`config.mk`:
```
export PLATFORM = sky130hd
export DESIGN_NAME = hazard_scoreboard_unit
export DESIGN_NICKNAME = d
export VERILOG_FILES = /design/src/rtl/hazard_scoreboard_unit.sv
export SDC_FILE = /design/constraint.sdc
export NUM_CORES = 1
export LEC_CHECK = 0
export CAP_MARGIN = 20
export CORE_ASPECT_RATIO = 1.2
export CORE_UTILIZATION = 43
export DETAILED_ROUTE_END_ITERATION = 10
export PLACE_DENSITY = 0.76
export SETUP_SLACK_MARGIN = 0.15
export SYNTH_ARGS = -nofsm -noshare
export SYNTH_HDL_FRONTEND = slang
export SYNTH_SLANG_ARGS = --single-unit
```
`constraint.sdc`:
```
create_clock -name clk -period 9.05 [get_ports clk]
set_input_delay 1.81 -clock clk [delete_from_list [all_inputs] [get_ports clk]]
set_output_delay 1.81 -clock clk [all_outputs]
set_load 0.01 [all_outputs]
```
`src/rtl/hazard_scoreboard_unit.sv`:
```
`default_nettype none
// ============================================================================
// Module   : hazard_scoreboard_unit
// Brief    : ID-stage operand bypass select, load-use / long-op stall and a
//            register scoreboard for out-of-order multi-cycle retirement.
// Revision : 1.0
// ============================================================================
module hazard_scoreboard_unit #(
  parameter int REG_NUM_BITWIDTH = 5,
  parameter int NUM_SRC          = 2,
  parameter int MAX_LONG         = 4,
  parameter int PERF_BITWIDTH    = 16
) (
  input  logic                                  clk,
  input  logic                                  rst,
  input  logic                                  id_valid_i,
  input  logic [NUM_SRC*REG_NUM_BITWIDTH-1:0]   id_rs_i,
  input  logic [NUM_SRC-1:0]                    id_rs_used_i,
  input  logic [REG_NUM_BITWIDTH-1:0]           id_rd_i,
  input  logic                                  id_regWrite_i,
  input  logic                                  id_isLong_i,
  input  logic [REG_NUM_BITWIDTH-1:0]           ex_Rd_i,
  input  logic [REG_NUM_BITWIDTH-1:0]           mem_Rd_i,
  input  logic [REG_NUM_BITWIDTH-1:0]           wb_Rd_i,
  input  logic                                  ex_regWrite_i,
  input  logic                                  mem_regWrite_i,
  input  logic                                  wb_regWrite_i,
  input  logic                                  ex_isLoad_i,
  input  logic                                  long_done_i,
  input  logic [REG_NUM_BITWIDTH-1:0]           long_Rd_i,
  input  logic                                  flush_i,
  output logic [2*NUM_SRC-1:0]                  forward_o,
  output logic                                  stall_o,
  output logic                                  long_busy_o,
  output logic [PERF_BITWIDTH-1:0]              perf_stall_cnt_o,
  output logic                                  sb_err_o
);

  localparam int RNB      = REG_NUM_BITWIDTH;
  localparam int NUM_REGS = 2**RNB;
  localparam int CNT_W    = $clog2(MAX_LONG + 1);
  localparam logic [CNT_W-1:0] MAX_CNT = CNT_W'(MAX_LONG);

  function automatic logic f_hit(input logic             we,
                                 input logic [RNB-1:0]   rd,
                                 input logic [RNB-1:0]   r);
    return we && (rd != '0) && (rd == r);
  endfunction

  logic [NUM_REGS-1:0]      busy_q, busy_d;
  logic [CNT_W-1:0]         cnt_q, cnt_d;
  logic                     err_q, err_d;
  logic [PERF_BITWIDTH-1:0] perf_q, perf_d;

  logic [NUM_SRC-1:0]       w_load_use;
  logic [NUM_SRC-1:0]       w_raw_long;
  logic                     w_waw_long;
  logic                     w_struct;
  logic                     w_issue;
  logic                     w_clr_ok;
  logic                     w_clr_bad;

  for (genvar gi = 0; gi < NUM_SRC; gi++) begin : g_src
    logic [RNB-1:0] w_rs;
    logic           w_hit_ex, w_hit_mem, w_hit_wb;

    assign w_rs      = id_rs_i[gi*RNB +: RNB];
    assign w_hit_ex  = f_hit(ex_regWrite_i,  ex_Rd_i,  w_rs);
    assign w_hit_mem = f_hit(mem_regWrite_i, mem_Rd_i, w_rs);
    assign w_hit_wb  = f_hit(wb_regWrite_i,  wb_Rd_i,  w_rs);

    // Youngest producer wins: EX over MEM over WB.
    assign forward_o[2*gi +: 2] = w_hit_ex  ? 2'b10 :
                                  w_hit_mem ? 2'b01 :
                                  w_hit_wb  ? 2'b11 : 2'b00;

    assign w_load_use[gi] = id_rs_used_i[gi] && ex_isLoad_i && w_hit_ex;
    assign w_raw_long[gi] = id_rs_used_i[gi] && (w_rs != '0) && busy_q[w_rs];
  end

  // Stall is derived from registered scoreboard state only, so retirement
  // never reaches stall combinationally; the blocked reader goes next cycle.
  assign long_busy_o = (cnt_q == MAX_CNT);
  assign w_waw_long  = id_regWrite_i && (id_rd_i != '0) && busy_q[id_rd_i];
  assign w_struct    = id_isLong_i && long_busy_o;
  assign stall_o     = id_valid_i && !flush_i &&
                       ((|w_load_use) || (|w_raw_long) || w_waw_long || w_struct);

  assign w_issue   = id_valid_i && !flush_i && !stall_o && id_isLong_i &&
                     id_regWrite_i && (id_rd_i != '0);
  assign w_clr_ok  = long_done_i && (long_Rd_i != '0) &&  busy_q[long_Rd_i];
  assign w_clr_bad = long_done_i && (long_Rd_i != '0) && !busy_q[long_Rd_i];

  always_comb begin
    busy_d = busy_q;
    cnt_d  = cnt_q;
    err_d  = err_q;
    perf_d = perf_q;
    if (w_clr_ok) busy_d[long_Rd_i] = 1'b0;
    if (w_issue)  busy_d[id_rd_i]   = 1'b1;
    case ({w_issue, w_clr_ok})
      2'b10:   cnt_d = cnt_q + CNT_W'(1);
      2'b01:   cnt_d = cnt_q - CNT_W'(1);
      default: cnt_d = cnt_q;
    endcase
    if (w_clr_bad) err_d = 1'b1;
    if (stall_o && (perf_q != {PERF_BITWIDTH{1'b1}})) perf_d = perf_q + PERF_BITWIDTH'(1);
  end

  always_ff @(posedge clk) begin
    if (rst) begin
      busy_q <= '0;
      cnt_q  <= '0;
      err_q  <= 1'b0;
      perf_q <= '0;
    end else begin
      busy_q <= busy_d;
      cnt_q  <= cnt_d;
      err_q  <= err_d;
      perf_q <= perf_d;
    end
  end

  assign perf_stall_cnt_o = perf_q;
  assign sb_err_o         = err_q;

endmodule
`default_nettype wire
```
## Word level (Yosys, flattened, before mapping)

Index checks and enable logic that the tools add are counted.

| operators by class | value |
|---|---|
| reduce and logical (&&, ||, !) cells | 48 |
| equality and inequality tests | 10 |
| $lt $le $gt $ge | 6 |
| muxes and demuxes | 21 |
| $add $sub $neg | 3 |
| bitwise gates (word level) | 3 |

Operator list:

| operator | count |
|---|---|
| 2-to-1 mux 32 bit | 2 |
| nonzero test 5 bit | 7 |
| AND 32 bit | 1 |
| logical AND 1 bit | 32 |
| NOT 32 bit | 1 |
| OR 32 bit | 1 |
| equality test 5 bit | 6 |
| less-than comparator 5 x 6 -> 1 bit (second input constant) | 4 |
| binary-select mux 1 bit (select 5 bit) | 4 |
| adder 16 x 1 -> 16 bit (second input constant) | 1 |
| != test 16 bit (second input constant) | 1 |
| 2-to-1 mux 2 bit | 6 |
| demux 1 bit (select 5 bit) | 2 |
| greater-or-equal comparator 5 x 1 -> 1 bit (second input constant) | 2 |
| 2-to-1 mux 1 bit | 6 |
| case mux 3 bit (2 select lines) | 1 |
| OR reduction 2 bit | 2 |
| adder 3 x 1 -> 3 bit (second input constant) | 1 |
| equality test 3 bit (second input constant) | 1 |
| zero test 1 bit | 3 |
| logical OR 1 bit | 3 |
| subtractor 3 x 1 -> 3 bit (second input constant) | 1 |
| equality test 2 x 1 -> 1 bit (second input constant) | 1 |
| equality test 2 bit (second input constant) | 1 |
| nonzero test 2 bit | 1 |

| storage, ports and cells | value |
|---|---|
| register bits | 52 |
| output and inout bits | 23 |
| input port bits | 48 |
| word-level logic and storage cells | 95 |

## Longest topological paths before layout

| logic depth | value |
|---|---|
| depth in word-level cells | 16 |
| gate-level depth with buffers | 15 |
| depth with buffers taken out | 12 |

## Worst setup path after synthesis

No wires, ideal clock.

| path | value |
|---|---|
| path type | in2out |
| start point | input id_rs_i[5] |
| end point | output stall_o |
| slack | 3.345 ns |
| arrival time | 3.895 ns |
| data required time | 7.240 ns |
| stages on the path | 8 |
| buffers on the path | 2 |
| path through | buf_2 mux4_2 mux2_2 a2111oi_0 a311oi_1 a2111oi_4 buf_2 nor2b_1 |

| between the ends | value |
|---|---|
| cells in the longest elaborated chain, start to end | 8 |
| elaborated cells on any way between the ends | 14 |
| those cells by class | eq/ne: 1; mux: 2; reduce/logical: 11 |

RTL lines:

| element | RTL line | text |
|---|---|---|
| start, declared | 17 | `input logic [NUM_SRC*REG_NUM_BITWIDTH-1:0] id_rs_i,` |
| binary-select mux 1 bit (select 5 bit), or another cell as far along | 78 | `assign w_raw_long[gi] = id_rs_used_i[gi] && (w_rs != '0) && busy_q[w_rs];` |
| 2-to-1 mux 1 bit (not written as such), or another cell as far along | 78 |  |
| logical AND 1 bit (on tied branches) | 78, 77 |  |
| OR reduction 2 bit | 87 | `((\|w_load_use) \|\| (\|w_raw_long) \|\| w_waw_long \|\| w_struct);` |
| logical OR 1 bit * (3 in a row) | 87 |  |
| logical AND 1 bit * | 86 | `assign stall_o = id_valid_i && !flush_i &&` |
| end, declared | 33 | `output logic stall_o,` |

Every way passes the cells marked *; elsewhere a longest branch is shown, timed or not. The select of a mux whose other input is x is not followed.

## Worst setup path in the final report

Ends and elaborated chain as after synthesis.

==> results.cfg <==
[run_status]
status = completed

[run]
drv_cap = 0

[routing]
dr.pass1.iters = 5
highest_layer = met4
wire_per_inst_um = 19.1
vias = 4104
wl_met2_mm = 6.11
drcViolationCount = 0
via_per_inst = 6.33
wl_met3_um = 849
met1_length_mm = 4.96
final_antenna_net_count = 0
drtIter0Drc = 367
drt_wl_total_mm = 12.4

[sta]
fin_crit_sh_pct = 81.1
tightestPinTransition_ps = 1050
relSlewSlack_pct = 29.9
rsz0062_at_grt = false
finClkSkew_ps = 6.58
layout_min_cycle_time_ps = 7340
slew_viol_final = 0
hold_viol = 0
max_freq_mhz = 136
tns_ps = 0
setup_viol = 0

[cts]
postCtsHoldBufs = 0
tritoncts = yes
cts.sinks = 52
cts_buffers = 5
cts_resized = 0
cts-root-buf = clkbuf_16
clk_pin_slew_worst_paths_ps = 70
htree_levels = 2
ctsLongestPathBuffers = 2
postCtsSetupBuffers = 0
clk_latency_ps = 290

[setup_path]
setup.worst_path.start = id_rs_i[5]
path_max_fanout = 22
endpoint_kind = primary output
cp-start-kind = input pin
critPathRequiredTime_ps = 7240
worstPathArrival_ps = 5530
reg2reg_from = busy_q[15]
timing_worst_setup_path_type = in -> out

[grt]
track_usage_pct = 24.2
grt_pass1_vias = 4033
grt_start_max_net_pins = 66
grt_pass1_wl_mm = 20.0
antenna_found_initial = 0
grt_overflow = 0

[logic_synthesis]
syn_area_per_cell_um2 = 8.82
syn-num-nets = 535
ys.flop_type = dfxtp_1
ys_async_sr_fraction_pct = 0
yosys_register_bits = 52
yosysWarningCount = 0
synth_area_um2 = 4270
netlist_instances = 484
yosysSeqAreaShare_pct = 24.4
synth_edf_count = 0
ys_types = 50

[final_layout]
nFillCells = 903
finalNonFillerCells = 648
diodes = 0
layout-drive-gt1-share_pct = 8.76
layout_common_cells = clkdlybuf4s50_1, dfxtp_1, nor2b_1, o21ai_0, o31ai_1
final_common_cell = clkdlybuf4s50_1
syn_to_final_growth_pct = 20.1
finalNetCount = 575

[hold_path]
hold_path_class = reg -> reg
min_from = cnt_q[2]

[floorplanning]
fp-row-count = 39
dieArea_um2 = 10300
start_util_pct = 44.6
die_h_um = 111
coreArea_um2 = 9560
die-width_um = 92.9
io_pins = 71

[pwr]
peakVddDrop_v = 0.0000659
p_leak_nw = 1.74
power_density_nw_per_um2 = 102

[placement]
placedCellCount = 640
port_buffers = 70
hpwlAfterDp_mm = 8.83
routabilityCongestion = 0.900
layout make-up:
type | instances | area (µm²) | share of cell area (%)
multi-input cells | 384 | 3030 | 59.2
clock buffers | 6 | 129 | 2.52
well taps | 123 | 154 | 3.00
repair buffers | 74 | 726 | 14.2
inverters | 7 | 26.3 | 0.513
clock inverters | 2 | 16.3 | 0.317
flip-flops and latches | 52 | 1040 | 20.3
worst max-delay path, stage by stage:
cell and delay [ps]:
clkdlybuf4s50_1 930, mux4_2 580, mux2_2 270, a2111oi_0 540
a311oi_1 150, a2111oi_4 370, buf_4 300, nor2b_1 70
clkdlybuf4s50_1 480
state kept, by name, indices dropped and copies added, names as in the netlist:
register and flops:
busy_q 32, cnt_q 3, perf_stall_cnt_o 16, sb_err_o 1
cells by family after synthesis:
logic type               synth area share, %
flip-flops                              24.4
AO/OA/AOI/OAI                           18.4
buffers and inverters                   4.55
multiplexers                            19.9
AND/OR/NAND/NOR                         25.1
XOR/XNOR                                6.57
adder cells (fa/ha/maj)                 1.06
report_power, final:
part / internal [mW] / switching, mW
Sequential: 0.230 / 0.00124
Clock: 0.103 / 0.0841
Combinational: 0.0458 / 0.0567
Total: 0.379 / 0.142
metrics by stage:
step                hold WS, ps  setup WS (ps)  instance area, µm²  util [%]  total power, mW
finish                      495           1710                5120      53.6            0.521
global route                543           1590                5120      53.6            0.542
CTS                         500           1740                5120      53.6            0.523
detailed placement          491           1760                4980      52.1            0.337
global placement            462           1790                4980      52.1            0.335
floorplan                   454           3340                4270         -            0.297
metal layers:
metal,global-route usage (%),up-vias
met1,29.8,1957
met5,0,-
met2,40.9,200
met3,3.43,39
met4,12.0,0
li1,-,1908
synth_stat cells, drive strengths merged (2+ instances only):
| cell | count | area (µm²) |
|---|---|---|
| nand2 | 18 | 67.6 |
| a41o | 2 | 20.0 |
| ha | 2 | 25.0 |
| nor2b | 51 | 319 |
| a21oi | 9 | 45.0 |
| dfxtp | 52 | 1040 |
| or4 | 10 | 75.1 |
| and4 | 4 | 35.0 |
| nand3b | 9 | 67.6 |
| o31ai | 28 | 210 |
| a32oi | 4 | 35.0 |
| a31oi | 3 | 18.8 |
| o22ai | 2 | 12.5 |
| and3b | 3 | 26.3 |
| a2111oi | 2 | 36.3 |
| nand4 | 4 | 25.0 |
| xnor2 | 18 | 158 |
| nor4 | 6 | 37.5 |
| mux4 | 21 | 473 |
| o221ai | 6 | 52.6 |
| or3 | 6 | 37.5 |
| nor3b | 4 | 30.0 |
| mux2 | 14 | 158 |
| buf | 19 | 85.1 |
| and2 | 2 | 12.5 |
| nand3 | 21 | 105 |
| mux2i | 22 | 220 |
| inv | 7 | 26.3 |
| nor2 | 21 | 78.8 |
| o21ai | 39 | 195 |
| clkbuf | 22 | 82.6 |
| nor3 | 8 | 40.0 |
| or3b | 4 | 35.0 |
| and3 | 6 | 37.5 |
| xor2 | 14 | 123 |
| nand2b | 5 | 31.3 |
| o41ai | 8 | 108 |
worst paths after layout:
path / to / slack [ps] / cells past startpoint
worst max-delay path: stall_o / 1710 / 9
worst min-delay path: cnt_q[2] / 490 / 2
worst max register to register: cnt_q[2] / 5130 / 14
worst min register to register: cnt_q[2] / 490 / 2
(Power assumes the default switching activity.)
